[config.mk]
export PLATFORM = sky130hd
export DESIGN_NAME = cskip_adder_pipe
export DESIGN_NICKNAME = d
export VERILOG_FILES = /design/src/rtl/cskip_pkg.sv /design/src/rtl/cskip_block.sv /design/src/rtl/cskip_adder_pipe.sv
export SDC_FILE = /design/constraint.sdc
export NUM_CORES = 1
export LEC_CHECK = 0
export ABC_AREA = 1
export BUFFER_PORTS_ARGS = -buffer_cell sky130_fd_sc_hd__clkbuf_2
export CAP_MARGIN = 15
export CORE_MARGIN = 2
export CORE_UTILIZATION = 53
export DETAILED_ROUTE_END_ITERATION = 12
export HOLD_SLACK_MARGIN = 0.05
export PLACE_DENSITY = 0.88
export SYNTH_ARGS = -nofsm -noshare
export SYNTH_HDL_FRONTEND = slang
export SYNTH_SLANG_ARGS = --single-unit
[constraint.sdc]
create_clock -name clk -period 3 [get_ports clk]
set_input_delay 0.6 -clock clk [delete_from_list [all_inputs] [get_ports clk]]
set_output_delay 0.6 -clock clk [all_outputs]
set_load 0.005 [all_outputs]
[src/rtl/cskip_pkg.sv]
// Shared helpers for the pipelined carry-skip adder: sizing functions and
// parameter legality predicates used at elaboration time.
package cskip_pkg;

    function automatic int clog2(input int value);
        int r;
        r = 0;
        for (int v = value - 1; v > 0; v = v >> 1) begin
            r++;
        end
        return r;
    endfunction

    function automatic int num_stg(input int width, input int blk, input int blks_per_stage);
        return (width / blk) / blks_per_stage;
    endfunction

    function automatic bit width_ok(input int width, input int blk);
        return (blk > 0) && (width > 0) && (width % blk == 0);
    endfunction

    function automatic bit stage_ok(input int width, input int blk, input int blks_per_stage);
        return (blks_per_stage > 0) && ((width / blk) % blks_per_stage == 0);
    endfunction

endpackage

[src/rtl/cskip_block.sv]
// One carry-skip block: BLK-bit ripple adder whose carry-out bypasses the
// ripple chain through a mux whenever every bit propagates.
module cskip_block
    import cskip_pkg::*;
#(
    parameter int BLK = 4
) (
    input  logic [BLK-1:0] a,
    input  logic [BLK-1:0] b,
    input  logic           ci,
    output logic [BLK-1:0] s,
    output logic           co,
    output logic           cmsb
);

    logic [BLK-1:0] p;
    logic [BLK-1:0] g;
    logic [BLK-1:0] c;
    logic [BLK:0]   k0;
    logic           all_p;

    assign p     = a ^ b;
    assign g     = a & b;
    assign all_p = &p;

    // The carry-out chain starts from 0: when the block does not fully
    // propagate its carry-out is independent of ci, so ci reaches co only via the mux.
    always_comb begin
        // NOTE: defaults first so every bit is assigned on every pass (no latch).
        c     = '0;
        k0    = '0;
        c[0]  = ci;
        k0[0] = 1'b0;
        for (int i = 1; i < BLK; i++) begin
            c[i] = g[i-1] | (p[i-1] & c[i-1]);
        end
        for (int i = 0; i < BLK; i++) begin
            k0[i+1] = g[i] | (p[i] & k0[i]);
        end
    end

    assign s    = p ^ c;
    assign co   = all_p ? ci : k0[BLK];
    assign cmsb = c[BLK-1];

endmodule

[src/rtl/cskip_adder_pipe.sv]
// Pipelined carry-skip adder with valid/ready on both sides.
// Optional subtract mode is enabled by defining CSKIP_SUB_EN.
module cskip_adder_pipe
    import cskip_pkg::*;
#(
    parameter int WIDTH          = 16,
    parameter int BLK            = 4,
    parameter int BLKS_PER_STAGE = 2
) (
    input  logic             clk,
    input  logic             rst_n,
    input  logic             in_valid,
    output logic             in_ready,
    input  logic [WIDTH-1:0] a,
    input  logic [WIDTH-1:0] b,
    input  logic             cin,
`ifdef CSKIP_SUB_EN
    input  logic             sub,
`endif
    output logic             out_valid,
    input  logic             out_ready,
    output logic [WIDTH-1:0] sum,
    output logic             cout,
    output logic             ovf
);

    localparam int NUM_STG = num_stg(WIDTH, BLK, BLKS_PER_STAGE);
    localparam int SW      = BLK * BLKS_PER_STAGE;
    localparam int LAST    = NUM_STG - 1;

    if (!width_ok(WIDTH, BLK)) begin : g_chk_width
        $error("cskip_adder_pipe: WIDTH must be a positive multiple of BLK");
    end
    if (!stage_ok(WIDTH, BLK, BLKS_PER_STAGE)) begin : g_chk_stage
        $error("cskip_adder_pipe: WIDTH/BLK must be a multiple of BLKS_PER_STAGE");
    end

    logic             advance;
    logic             c0;
    logic [WIDTH-1:0] b_eff;

    assign advance  = !out_valid || out_ready;
    assign in_ready = advance;

`ifdef CSKIP_SUB_EN
    assign b_eff = sub ? ~b : b;
    assign c0    = sub | cin;
`else
    assign b_eff = b;
    assign c0    = cin;
`endif

    for (genvar k = 0; k < NUM_STG; k++) begin : g_stg
        localparam int RW = WIDTH - k * SW;  // operand bits not yet summed

        logic              v_in;
        logic              c_in;
        logic [RW-1:0]     a_in;
        logic [RW-1:0]     b_in;
        logic [SW-1:0]     s_blk;
        logic              cmsb_w [BLKS_PER_STAGE];
        logic              v_q;
        logic              c_q;
        logic [(k+1)*SW-1:0] s_q;
        logic [(k+1)*SW-1:0] s_d;

        if (k == 0) begin : g_src
            assign v_in = in_valid;
            assign a_in = a;
            assign b_in = b_eff;
            assign c_in = c0;
            assign s_d  = s_blk;
        end else begin : g_src
            assign v_in = g_stg[k-1].v_q;
            assign a_in = g_stg[k-1].g_ops.a_q;
            assign b_in = g_stg[k-1].g_ops.b_q;
            assign c_in = g_stg[k-1].c_q;
            assign s_d  = {s_blk, g_stg[k-1].s_q};
        end

        for (genvar j = 0; j < BLKS_PER_STAGE; j++) begin : g_blk
            logic ci_w;
            logic co_w;

            if (j == 0) begin : g_ci
                assign ci_w = c_in;
            end else begin : g_ci
                assign ci_w = g_blk[j-1].co_w;
            end

            cskip_block #(.BLK(BLK)) u_blk (
                .a    (a_in[j*BLK +: BLK]),
                .b    (b_in[j*BLK +: BLK]),
                .ci   (ci_w),
                .s    (s_blk[j*BLK +: BLK]),
                .co   (co_w),
                .cmsb (cmsb_w[j])
            );
        end

        // NOTE: data registers are reset as well, so sum/cout/ovf read 0 out of reset.
        always_ff @(posedge clk) begin
            if (!rst_n) begin
                v_q <= 1'b0;
                c_q <= 1'b0;
                s_q <= '0;
            end else if (advance) begin
                // NOTE: non-blocking so every stage samples its predecessor's old value.
                v_q <= v_in;
                c_q <= g_blk[BLKS_PER_STAGE-1].co_w;
                s_q <= s_d;
            end
        end

        if (k < LAST) begin : g_ops
            logic [RW-SW-1:0] a_q;
            logic [RW-SW-1:0] b_q;

            always_ff @(posedge clk) begin
                if (!rst_n) begin
                    a_q <= '0;
                    b_q <= '0;
                end else if (advance) begin
                    a_q <= a_in[RW-1:SW];
                    b_q <= b_in[RW-1:SW];
                end
            end
        end else begin : g_msb
            logic cm_q;

            always_ff @(posedge clk) begin
                if (!rst_n) begin
                    cm_q <= 1'b0;
                end else if (advance) begin
                    cm_q <= cmsb_w[BLKS_PER_STAGE-1];
                end
            end
        end
    end

    assign out_valid = g_stg[LAST].v_q;
    assign sum       = g_stg[LAST].s_q;
    assign cout      = g_stg[LAST].c_q;
    assign ovf       = g_stg[LAST].g_msb.cm_q ^ g_stg[LAST].c_q;

endmodule

* Word-level counts from Yosys, hierarchy flattened
Index checks and enable logic that the tools add are counted. W data, S select, Z words.
Word-level totals: bits in registers 45, input bits 37, logic and storage cells 80
Operators by class: multiplexer cells 4, bitwise operators 61, reduce and logical (&&, ||, !) cells 6
Operators with widths (count):
- $xor A4 B4 Y4 | 8
- $and A1 B1 Y1 | 24
- $or A1 B1 Y1 | 24
- $and A4 B4 Y4 | 4
- $reduce_and A4 Y1 | 4
- $mux W1 | 4
- $logic_not A1 Y1 | 1
- $logic_or A1 B1 Y1 | 1
- $xor A1 B1 Y1 | 1

* Logic depth before layout (Yosys ltp)
Gate-level depths: netlist of the first run.
word-level depth 15, depth in mapped cells 12, gate-level depth less buffers 12

* Cells and area by module
From an unflattened synthesis of the first run, not the netlist that was laid out.
Unflattened totals: cell total of the unflattened synthesis 413, area, all modules 2841.5 µm²
Modules (own cells, without submodules):
- cskip_adder_pipe | times used 1, cells an instance 289, area each 2010.7 µm², seq. area each 900.9 µm²
- cskip_block | times used 4, cells an instance 31, area each 207.7 µm², seq. area each 0.0 µm²

* Least setup slack after synthesis of the first run
OpenSTA, ideal clock, no wires.
kind in2reg, start point input a[3], end point register g_stg[0].s_q[6], data arrival time 2649 ps, data required time 2884 ps, slack 235 ps, cell stages on the path 10, cell sequence ha_1 nand2_1 nor2_1 nand2_1 a21boi_0 fa_1 fa_1 fa_1 o21ai_0 nor2_1
Between the ends: longest elaborated chain between the ends 9, elaborated cells on any way between the ends 11, classes of those cells mux: 1; bitwise: 9; reduce/logical: 1
Ends and longest elaborated chain:
- start: declaration | RTL line cskip_adder_pipe.sv:14 | input logic [WIDTH-1:0] a,
- $xor A4 B4 Y4 | RTL line cskip_block.sv:22 | assign p = a ^ b;
- $and A1 B1 Y1 | RTL line cskip_block.sv:38 | k0[i+1] = g[i] | (p[i] & k0[i]);
- $or A1 B1 Y1 | RTL line cskip_block.sv:38
- $mux W1 * | RTL line cskip_block.sv:43 | assign co = all_p ? ci : k0[BLK];
- $and A1 B1 Y1 * | RTL line cskip_block.sv:35 | c[i] = g[i-1] | (p[i-1] & c[i-1]);
- $or A1 B1 Y1 * | RTL line cskip_block.sv:35
- $and A1 B1 Y1 * | RTL line cskip_block.sv:35
- $or A1 B1 Y1 * | RTL line cskip_block.sv:35
- $xor A4 B4 Y4 * | RTL line cskip_block.sv:42 | assign s = p ^ c;
- via g_stg[0].g_blk[1].u_blk.s[2] | RTL line cskip_block.sv:11 | output logic [BLK-1:0] s,
- end signal: assignment | RTL line cskip_adder_pipe.sv:106 | s_q <= '0;
- end signal: assignment | RTL line cskip_adder_pipe.sv:111 | s_q <= s_d;
- end: declaration | RTL line cskip_adder_pipe.sv:64 | logic [(k+1)*SW-1:0] s_q;
Mark *: on every way through the listed nets, which the timed path passes. The rest lies on a longest branch. A chain may end at the register's enable or synchronous reset.

* Worst setup path in the final report of the first run
start point input a[1], end point register g_stg[0].s_q[6]
Between the ends: longest elaborated chain between the ends 13, elaborated cells on any way between the ends 15, classes of those cells mux: 1; bitwise: 13; reduce/logical: 1
Ends and longest elaborated chain (RTL line):
- $xor A4 B4 Y4 | cskip_block.sv:22
- $and A1 B1 Y1 | cskip_block.sv:38
- $or A1 B1 Y1 | cskip_block.sv:38
- $and A1 B1 Y1 | cskip_block.sv:38
- $or A1 B1 Y1 | cskip_block.sv:38
- $and A1 B1 Y1 | cskip_block.sv:38
- $or A1 B1 Y1 | cskip_block.sv:38
- $mux W1 * | cskip_block.sv:43
- $and A1 B1 Y1 * | cskip_block.sv:35
- $or A1 B1 Y1 * | cskip_block.sv:35
- $and A1 B1 Y1 * | cskip_block.sv:35
- $or A1 B1 Y1 * | cskip_block.sv:35
- $xor A4 B4 Y4 * | cskip_block.sv:42
- via g_stg[0].g_blk[1].u_blk.s[2] | cskip_block.sv:11
Marks and branches as above.

==> metrics.md, run 1 <==
| Metric | Value |
|---|---|
| Status | `complete, no violations` |
| First-pass GRT wire length | `7.507 mm` |
| Setup tns final | `0 ns` |
| Final cell count without fillers | `370` |
| Worst slew margin | `54.93%` |
| Cells after synthesis | `268` |
| Vias per cell | `4.989` |
| XOR/XNOR Fraction of Synth Area | `1.943%` |
| Crit path required time | `3.17 ns` |
| PD cells | `488.7 nW/um^2` |
| WL/cell | `11.21 um` |
| Warnings, synthesis | `0` |
| Clock Skews | `0.007290 ns` |
| Pre-antenna DRT Iters | `4` |
| Crit Path Class | `in -> reg` |
| RR Startpoint | `g_stg[0].g_ops.a_q[2]` |
| Fin crit share | `92.30%` |
| Endpoint, Worst Hold | `out_valid` |
| Clock Pin Slew Worst Setup and Hold Paths | `0.08 ns` |
| Final Hold Fails | `0` |
| GRT Resource Usage Total | `18.70%` |
| Worst-path cell chain | `clkbuf_2 -> ha_1 -> nand2_1 -> nor2_1 -> nand2_1 -> a21boi_0 -> fa_1 -> fa_1 -> fa_1 -> o21ai_0 -> nor2_1` |
| # nets final | `386` |
| Number of placed instances, taps included | `364` |
| DRC errors left | `0` |
| Root Driver | `clkbuf_8` |
| Clk sinks | `45` |
| Worst setup margin | `0.2310 ns` |
| Largest net degree at the start of global routing | `50` |
| Number of DRC markers in iteration 0 | `67` |
| Slew @ Worst Pin | `0.6760 ns` |
| Setup slack after placement | `-0.02425 ns` |
| # IOs | `57` |
| Syn nets | `333` |
| TritonCTS clock tree | `done` |
| CP Launch Type | `input pin` |
| Area share of fa/ha/maj cells after synthesis | `19.54%` |
| Hold/Removal Path Class | `reg -> reg` |
| Core Area | `4058 um^2` |
| R2R Setup Slk | `0.44 ns` |
| Peak fanout along the critical path | `2` |
| R2r endpoint | `sum[14]` |
| Mapped Area | `2253 um^2` |
| Area growth syn-to-layout | `15.44%` |
| Slew Limit Fails | `0` |
| CTS resizes | `0` |
| Largest family of logic cells by synthesized area | `adder cells` |
| Syn Area/Cell | `8.408 um^2` |
| Cts hold-fix bufs | `0` |
| Buf+Inv Stages, Crit Path | `1` |
| Final setup violation count | `0` |
| Synth top area share | `39.98%` |
| WHS | `0.4611 ns` |
| RD Place Congestion | `0.8048` |
| Top cell by count, worst path | `fa_1` |
| Synth top area cells | `dfxtp_1 (40%), fa_1 (11%), nor2_1 (10%)` |
| MaxCap Viol Count | `0` |
| Vias | `1846` |
| Die span in y | `69.21 um` |
| Post-synthesis mux area share | `0%` |
| Crit. End Element | `flop` |
| Worst reg-to-reg path cell count | `10` |
| Die width | `69.21 um` |
| F_max | `0.3611 GHz` |
| Initial antenna violation count | `0` |
| Synth unique cells | `20` |
| Vias in the first global route | `1813` |
| Htree depth | `2` |
| Peak supply drop | `323.5 uV` |
| Delay-heaviest family, CP | `adder cells` |
| Critical path's slowest cell | `fa_1` |
| Routed Antenna Nets | `0` |
| Register area share after synthesis | `39.98%` |
| Synth Register Bits | `45` |
| Longest Clk Path Bufs | `2` |
| TritonCTS Buffers | `5` |
| PnR Total Power | `1.271 mW` |
| DPL Wire Length | `3.109 mm` |
| Compound-Gate Fraction of Synth Area | `15.55%` |
| Die area | `4789 um^2` |
| Post-synth top area cell | `dfxtp_1` |
| Layout cell share with drive strength beyond 1 | `20.94%` |
| Commonest non-fill, non-tap cell in the layout | `nor2_1` |
| # diodes | `0` |
| Post-CTS setup buffers | `0` |
| Grt total ovfl | `0` |
| Initial Utilization | `55.53%` |
| Worst hold path startpoint | `g_stg[0].v_q` |
| DP Area | `2527 um^2` |
| Final core area utilization | `64.11%` |
| Pleak | `1.323 nW` |
| Post-Route WL | `4.146 mm` |
| Hold Path Depth | `2` |
| RSZ-0062 raised after global routing | `false` |
| Worst path max stage delay | `0.42 ns` |
| Register area | `900.9 um^2` |
| Finished Cell Area | `2601 um^2` |
| Arr. time, crit path | `2.94 ns` |
| Most frequent cells in the layout | `nor2_1 (60), clkbuf_2 (56), dfxtp_1 (45)` |
| Area of the multi-input gates | `1182 um^2` |
| Fillers | `375` |
| Cell Rows | `23` |
| Worst-skew pair later-pin latency | `0.29 ns` |
| IO Port Bufs | `56` |
| Simple-gate share of the synthesized area | `15.44%` |
| Fin crit period | `2.769 ns` |
worst max-delay path by stage:
stage / depth (start not counted) / from / slack, ns / endpoint
after global placement: 11 / a[1] / 0.06 / g_stg[0].s_q[6]
after CTS: 11 / a[1] / 0.27 / g_stg[0].s_q[6]
final: 11 / a[1] / 0.23 / g_stg[0].s_q[6]
after floorplan: 10 / a[3] / 0.23 / g_stg[0].s_q[6]
after global routing: 11 / a[1] / 0.08 / g_stg[0].s_q[6]
after detailed placement: 11 / a[1] / -0.02 / g_stg[0].s_q[6]
worst min-delay path, cell delays in order, from the launching register on:
cell and delay (ns):
dfxtp_1 0.30, inv_1 0.06, a21oi_1 0.06
flip-flops by register name (all words and copies together), names as in the netlist:
| signal | cells |
|---|---|
| g_stg.g_ops.b_q | 8 |
| g_stg.c_q | 1 |
| g_stg.g_msb.cm_q | 1 |
| g_stg.v_q | 1 |
| cout | 1 |
| sum | 16 |
| out_valid | 1 |
| g_stg.g_ops.a_q | 8 |
| g_stg.s_q | 8 |
power by group:
part / switching [mW] / internal, mW
sequential: 0.0346 / 0.659
clock: 0.183 / 0.153
combinational: 0.130 / 0.112
cell type report:
type | count | area share, %
inverters | 21 | 3.030
flip-flops and latches | 45 | 34.63
multi-input cells | 189 | 45.45
repair buffers | 59 | 11.64
clock inverters | 1 | 0.1924
well taps | 50 | 2.405
clock buffers | 5 | 2.646
synth_stat cells (all sizes together):
master,count
nand3,4
xor2,2
nor2,61
dfxtp,45
nand4,2
o21ai,45
fa,12
nand3b,1
xnor2,3
nand2,19
buf,13
a21boi,2
inv,21
ha,16
a21oi,22
metal layers:
layer	vias to the layer above	global-route usage, %	share of wire [%]
li1	974	-	-
met1	841	22.19	46
met2	29	34.72	50
met3	2	4.651	3.6
met4	0	2.614	0.19
met5	-	0	0
cells by family after synthesis:
group	Yosys count
simple gates	87
fa+ha+maj	28
flops	45
compound gates	69
xor+xnor	5
buf+inv	34
(Power assumes the default switching activity.)
==> inputs of run 2 (changes only) <==
--- a/config.mk
+++ b/config.mk
@@ -8,11 +8,13 @@
 export ABC_AREA = 1
 export BUFFER_PORTS_ARGS = -buffer_cell sky130_fd_sc_hd__clkbuf_2
 export CAP_MARGIN = 15
+export CELL_PAD_IN_SITES_DETAIL_PLACEMENT = 0
+export CELL_PAD_IN_SITES_GLOBAL_PLACEMENT = 1
 export CORE_MARGIN = 2
-export CORE_UTILIZATION = 53
+export CORE_UTILIZATION = 38
 export DETAILED_ROUTE_END_ITERATION = 12
 export HOLD_SLACK_MARGIN = 0.05
-export PLACE_DENSITY = 0.88
+export PLACE_DENSITY = 0.86
 export SYNTH_ARGS = -nofsm -noshare
 export SYNTH_HDL_FRONTEND = slang
 export SYNTH_SLANG_ARGS = --single-unit
==> run 2 against run 1 <==
Against the previous run:
- global-route usage shrank 4.3 points
- combinational power is essentially flat
- die area grew 37%
- wire length grew 4.2%
- sequential power is essentially flat
- critical path type unchanged
==> metrics.md, run 2 (same netlist as run 1, synthesis figures left out) <==
| Metric | Value |
|---|---|
| Clk sinks | `45 (unchanged)` |
| Critical path's slowest cell | `fa_1 (unchanged)` |
| DP Area | `2559 um^2 (was 2527 um^2)` |
| Area growth syn-to-layout | `18.05% (was 15.44%)` |
| Cell Rows | `28 (was 23)` |
| WHS | `0.4537 ns (was 0.4611 ns)` |
| Pre-antenna DRT Iters | `4 (unchanged)` |
| Arr. time, crit path | `2.90 ns (was 2.94 ns)` |
| Crit. End Element | `flop (unchanged)` |
| Cts hold-fix bufs | `0 (unchanged)` |
| Fillers | `643 (was 375)` |
| Fin crit share | `91.24% (was 92.30%)` |
| # nets final | `386 (unchanged)` |
| Peak fanout along the critical path | `2 (unchanged)` |
| Commonest non-fill, non-tap cell in the layout | `nor2_1 (unchanged)` |
| # diodes | `0 (unchanged)` |
| Core Area | `5816 um^2 (was 4058 um^2)` |
| Die area | `6562 um^2 (was 4789 um^2)` |
| Crit path required time | `3.16 ns (was 3.17 ns)` |
| Vias in the first global route | `1700 (was 1813)` |
| Worst slew margin | `53.87% (was 54.93%)` |
| Setup tns final | `0 ns (unchanged)` |
| Number of DRC markers in iteration 0 | `48 (was 67)` |
| Hold/Removal Path Class | `reg -> reg (unchanged)` |
| Vias per cell | `4.607 (was 4.989)` |
| Worst setup margin | `0.2627 ns (was 0.2310 ns)` |
| Slew @ Worst Pin | `0.6920 ns (was 0.6760 ns)` |
| Peak supply drop | `272.9 uV (was 323.5 uV)` |
| Initial antenna violation count | `0 (unchanged)` |
| Die width | `81.01 um (was 69.21 um)` |
| WL/cell | `10.88 um (was 11.21 um)` |
| Initial Utilization | `38.75% (was 55.53%)` |
| Status | `complete, no violations (unchanged)` |
| Worst-skew pair later-pin latency | `0.29 ns (about the same)` |
| CTS resizes | `0 (unchanged)` |
| Slew Limit Fails | `0 (unchanged)` |
| F_max | `0.3653 GHz (was 0.3611 GHz)` |
| Fin crit period | `2.737 ns (was 2.769 ns)` |
| Clock Pin Slew Worst Setup and Hold Paths | `0.08 ns (about the same)` |
| Vias | `1829 (was 1846)` |
| First-pass GRT wire length | `7.376 mm (was 7.507 mm)` |
| Largest net degree at the start of global routing | `46 (was 50)` |
| Final setup violation count | `0 (unchanged)` |
| Final cell count without fillers | `397 (was 370)` |
| Worst-path cell chain | `clkbuf_2 -> ha_1 -> nand2_1 -> nor2_1 -> nand2_1 -> a21boi_0 -> fa_1 -> fa_1 -> fa_1 -> xnor2_1 -> a21oi_1 (was clkbuf_2 -> ha_1 -> nand2_1 -> nor2_1 -> nand2_1 -> a21boi_0 -> fa_1 -> fa_1 -> fa_1 -> o21ai_0 -> nor2_1)` |
| Finished Cell Area | `2660 um^2 (was 2601 um^2)` |
| # IOs | `57 (unchanged)` |
| MaxCap Viol Count | `0 (unchanged)` |
| Post-CTS setup buffers | `0 (unchanged)` |
| RD Place Congestion | `0.7629 (was 0.8048)` |
| GRT Resource Usage Total | `14.38% (was 18.70%)` |
| PnR Total Power | `1.334 mW (was 1.271 mW)` |
| Max reg flops | `16 (unchanged)` |
| IO Port Bufs | `56 (unchanged)` |
| PD cells | `501.4 nW/um^2 (was 488.7 nW/um^2)` |
| Layout cell share with drive strength beyond 1 | `21.43% (was 20.94%)` |
| CP Launch Type | `input pin (unchanged)` |
| TritonCTS clock tree | `done (unchanged)` |
| Worst path max stage delay | `0.41 ns (was 0.42 ns)` |
| Routed Antenna Nets | `0 (unchanged)` |
| Number of placed instances, taps included | `389 (was 364)` |
| Die span in y | `81.01 um (was 69.21 um)` |
| Final core area utilization | `45.74% (was 64.11%)` |
| Final Hold Fails | `0 (unchanged)` |
| Top cell by count, worst path | `fa_1 (unchanged)` |
| Setup slack after placement | `-0.03676 ns (was -0.02425 ns)` |
| Pleak | `1.337 nW (was 1.323 nW)` |
| TritonCTS Buffers | `5 (unchanged)` |
| Root Driver | `clkbuf_8 (unchanged)` |
| Grt total ovfl | `0 (unchanged)` |
| Crit Path Class | `in -> reg (unchanged)` |
| Most frequent cells in the layout | `nor2_1 (60), clkbuf_2 (56), dfxtp_1 (45) (unchanged)` |
| Htree depth | `2 (unchanged)` |
| Clock Skews | `0.009772 ns (was 0.007290 ns)` |
| Post-Route WL | `4.321 mm (was 4.146 mm)` |
| DRC errors left | `0 (unchanged)` |
| Longest Clk Path Bufs | `2 (unchanged)` |
| RSZ-0062 raised after global routing | `false (unchanged)` |
| DPL Wire Length | `3.205 mm (was 3.109 mm)` |
==> run 2: critical path, delay by kind of cell <==
| kind | cells | cell delay (ns) |
|---|---|---|
| fa+ha+maj | 4 | 1.49 |
| xor+xnor | 1 | 0.17 |
| simple gates | 3 | 0.27 |
| buf+inv | 1 | 0.11 |
| compound gates | 2 | 0.25 |
==> run 2: final timing paths <==
check	start	end	slack [ns]	cells after the start
worst max-delay path	a[1]	g_stg[0].s_q[7]	0.26	11
worst min-delay path	g_stg[0].s_q[3]	sum[3]	0.45	2
worst max register to register	g_stg[0].g_ops.a_q[2]	sum[14]	0.47	10
worst min register to register	g_stg[0].s_q[3]	sum[3]	0.45	2
==> run 2: where the power goes <==
group          internal (mW)  switching, mW
Sequential             0.658         0.0343
Combinational          0.112          0.127
Clock                  0.208          0.194
==> run 2: area by class of cell <==
cell class	instances	area [um^2]	area share, %
sequential	45	900.9	33.87
multi-input combinational	189	1182	44.45
timing repair buffer	59	302.8	11.38
tap	75	93.84	3.528
clock buffer	7	96.34	3.622
inverter	21	78.83	2.963
clock inverter	1	5.005	0.1881
==> run 2: per-layer routing <==
| layer | vias up | share of wire (%) | wire (um) | global-route usage (%) |
|---|---|---|---|---|
| li1 | 975 | - | - | - |
| met1 | 816 | 46 | 1997 | 17.70 |
| met2 | 30 | 49 | 2101 | 24.71 |
| met3 | 8 | 3.3 | 141 | 2.778 |
| met4 | 0 | 1.9 | 81 | 5.763 |
| met5 | - | 0 | 0 | 0 |
==> inputs of run 3 (changes only) <==
--- a/config.mk
+++ b/config.mk
@@ -10,11 +10,10 @@
 export CAP_MARGIN = 15
 export CELL_PAD_IN_SITES_DETAIL_PLACEMENT = 0
 export CELL_PAD_IN_SITES_GLOBAL_PLACEMENT = 1
-export CORE_MARGIN = 2
 export CORE_UTILIZATION = 38
 export DETAILED_ROUTE_END_ITERATION = 12
 export HOLD_SLACK_MARGIN = 0.05
-export PLACE_DENSITY = 0.86
+export PLACE_DENSITY_LB_ADDON = 0.1
 export SYNTH_ARGS = -nofsm -noshare
 export SYNTH_HDL_FRONTEND = slang
 export SYNTH_SLANG_ARGS = --single-unit
==> run 3 against run 2 <==
Against the previous run:
- wire length is 1.2% lower
- highest routed layer unchanged
- largest power group unchanged
- critical path type unchanged
- die area is 4.9% lower
- cell area up 0.14%
==> metrics.md, run 3 (same netlist as run 1, synthesis figures left out) <==
| Metric | Value |
|---|---|
| # diodes | `0 (unchanged)` |
| Status | `complete, no violations (unchanged)` |
| Worst slew margin | `51.23% (was 53.87%)` |
| Vias in the first global route | `1631 (was 1700)` |
| Die area | `6242 um^2 (was 6562 um^2)` |
| Critical path's slowest cell | `fa_1 (unchanged)` |
| Worst setup margin | `0.3085 ns (was 0.2627 ns)` |
| Clock Skews | `0.005232 ns (was 0.009772 ns)` |
| Crit. End Element | `flop (unchanged)` |
| Top cell by count, worst path | `fa_1 (unchanged)` |
| F_max | `0.3715 GHz (was 0.3653 GHz)` |
| Core Area | `5608 um^2 (was 5816 um^2)` |
| RD Place Congestion | `0.7566 (was 0.7629)` |
| TritonCTS clock tree | `done (unchanged)` |
| DPL Wire Length | `3.072 mm (was 3.205 mm)` |
| Vias per cell | `4.509 (was 4.607)` |
| MaxCap Viol Count | `0 (unchanged)` |
| Met1 usage | `19.67% (was 17.70%)` |
| Initial Utilization | `40.18% (was 38.75%)` |
| Peak supply drop | `256.1 uV (was 272.9 uV)` |
| Worst-path cell chain | `clkbuf_2 -> ha_1 -> nand2_1 -> nor2_1 -> nand2_1 -> a21boi_0 -> fa_1 -> fa_1 -> fa_1 -> xnor2_1 -> a21oi_1 (unchanged)` |
| Peak fanout along the critical path | `2 (unchanged)` |
| Finished Cell Area | `2664 um^2 (was 2660 um^2)` |
| Fillers | `606 (was 643)` |
| Pleak | `1.342 nW (was 1.337 nW)` |
| Worst path max stage delay | `0.41 ns (about the same)` |
| Worst hold path startpoint | `g_stg[0].s_q[3] (unchanged)` |
| Number of DRC markers in iteration 0 | `42 (was 48)` |
| RSZ-0062 raised after global routing | `false (unchanged)` |
| Hold/Removal Path Class | `reg -> reg (unchanged)` |
| Final cell count without fillers | `395 (was 397)` |
| Slew @ Worst Pin | `0.7316 ns (was 0.6920 ns)` |
| Fin crit share | `89.72% (was 91.24%)` |
| # nets final | `387 (was 386)` |
| RR Startpoint | `g_stg[0].g_ops.a_q[2] (unchanged)` |
| Crit path required time | `3.16 ns (about the same)` |
| TritonCTS Buffers | `5 (unchanged)` |
| Layout cell share with drive strength beyond 1 | `21.67% (was 21.43%)` |
| Fin crit period | `2.692 ns (was 2.737 ns)` |
| First-pass GRT wire length | `7.486 mm (was 7.376 mm)` |
| Cts hold-fix bufs | `0 (unchanged)` |
| Arr. time, crit path | `2.86 ns (was 2.90 ns)` |
| Final setup violation count | `0 (unchanged)` |
| Area of the multi-input gates | `1182 um^2 (unchanged)` |
| WHS | `0.4486 ns (was 0.4537 ns)` |
| Vias | `1781 (was 1829)` |
| PD cells | `502.2 nW/um^2 (was 501.4 nW/um^2)` |
| GR peak layer | `met2 (unchanged)` |
| GRT Resource Usage Total | `15.50% (was 14.38%)` |
| Cell Rows | `27 (was 28)` |
| Root Driver | `clkbuf_8 (unchanged)` |
| Number of placed instances, taps included | `387 (was 389)` |
| CP Launch Type | `input pin (unchanged)` |
| Pre-antenna DRT Iters | `4 (unchanged)` |
| Endpoint, Worst Hold | `sum[3] (unchanged)` |
| R2R Setup Slk | `0.45 ns (was 0.47 ns)` |
| Final Hold Fails | `0 (unchanged)` |
| Area growth syn-to-layout | `18.21% (was 18.05%)` |
| IO Port Bufs | `56 (unchanged)` |
| Grt total ovfl | `0 (unchanged)` |
| Worst reg-to-reg path cell count | `10 (unchanged)` |
| Met2 usage | `25.26% (was 24.71%)` |
| Setup slack after placement | `-0.01232 ns (was -0.03676 ns)` |
| Post-Route WL | `4.271 mm (was 4.321 mm)` |
| R2r endpoint | `sum[14] (unchanged)` |
| Largest net degree at the start of global routing | `50 (was 46)` |
| Die width | `79.01 um (was 81.01 um)` |
| Register area | `900.9 um^2 (unchanged)` |
| DP Area | `2562 um^2 (was 2559 um^2)` |
| Crit path from | `b[1] (was a[1])` |
| Slew Limit Fails | `0 (unchanged)` |
| Most frequent cells in the layout | `nor2_1 (60), clkbuf_2 (56), dfxtp_1 (45) (unchanged)` |
| Clock Pin Slew Worst Setup and Hold Paths | `0.08 ns (about the same)` |
| Htree depth | `2 (unchanged)` |
| Worst-skew pair later-pin latency | `0.29 ns (about the same)` |
| Initial antenna violation count | `0 (unchanged)` |
| Met3 Resource Use GR | `4.138% (was 2.778%)` |
| Longest Clk Path Bufs | `2 (unchanged)` |
| Die span in y | `79.01 um (was 81.01 um)` |
| WL/cell | `10.81 um (was 10.88 um)` |
| DRC errors left | `0 (unchanged)` |
| Hold Path Depth | `2 (unchanged)` |
| CTS resizes | `0 (unchanged)` |
| Clk sinks | `45 (unchanged)` |
| Max reg flops | `16 (unchanged)` |
| # IOs | `57 (unchanged)` |
| Final core area utilization | `47.50% (was 45.74%)` |
| Commonest non-fill, non-tap cell in the layout | `nor2_1 (unchanged)` |
| Post-CTS setup buffers | `0 (unchanged)` |
| Crit Path Class | `in -> reg (unchanged)` |
| Routed Antenna Nets | `0 (unchanged)` |
[run 3: critical path, delay by kind of cell]
family / cells / cell delay [ns]
compound gates: 2 / 0.24
buf+inv: 1 / 0.10
xor+xnor: 1 / 0.17
simple gates: 3 / 0.27
fa+ha+maj: 4 / 1.47
[run 3: layer usage]
layer | vias to the layer above | part of all wire [%]
met5 | - | 0
met4 | 0 | 1.2
met3 | 5 | 4.6
met2 | 33 | 45
met1 | 771 | 49
li1 | 972 | -
[run 3: where the power goes]
part / internal (mW) / switching [mW] / total [mW] / leakage, nW
clock network: 0.208 / 0.197 / 0.405 / 0.0542
registers: 0.658 / 0.0347 / 0.693 / 0.374
logic: 0.112 / 0.127 / 0.240 / 0.914
total: 0.979 / 0.359 / 1.34 / 1.34
[run 3: how the worst max path moves through the flow]
stage | to | slack, ns | depth (start not counted)
2_1_floorplan | g_stg[0].s_q[6] | 0.23 | 10
3_3_place_gp | g_stg[0].s_q[7] | 0.04 | 11
3_5_place_dp | g_stg[0].s_q[7] | -0.01 | 11
4_1_cts | g_stg[0].s_q[7] | 0.31 | 11
5_1_grt | g_stg[0].s_q[7] | 0.15 | 11
6_report | g_stg[0].s_q[7] | 0.31 | 11
[run 3: per-stage QoR]
step           total power [mW]  TNS (ns)
2_1_floorplan            0.8576         0
3_3_place_gp             0.9504         0
3_5_place_dp             0.9529  -0.01459
4_1_cts                   1.363         0
5_1_grt                   1.434         0
6_report                  1.338         0
[run 3: layout make-up]
type | instances | area share, %
clock buffer | 7 | 3.617
multi-input combinational | 189 | 44.39
inverter | 21 | 2.959
tap | 72 | 3.382
timing repair buffer | 60 | 11.65
clock inverter | 1 | 0.1879
sequential | 45 | 33.82
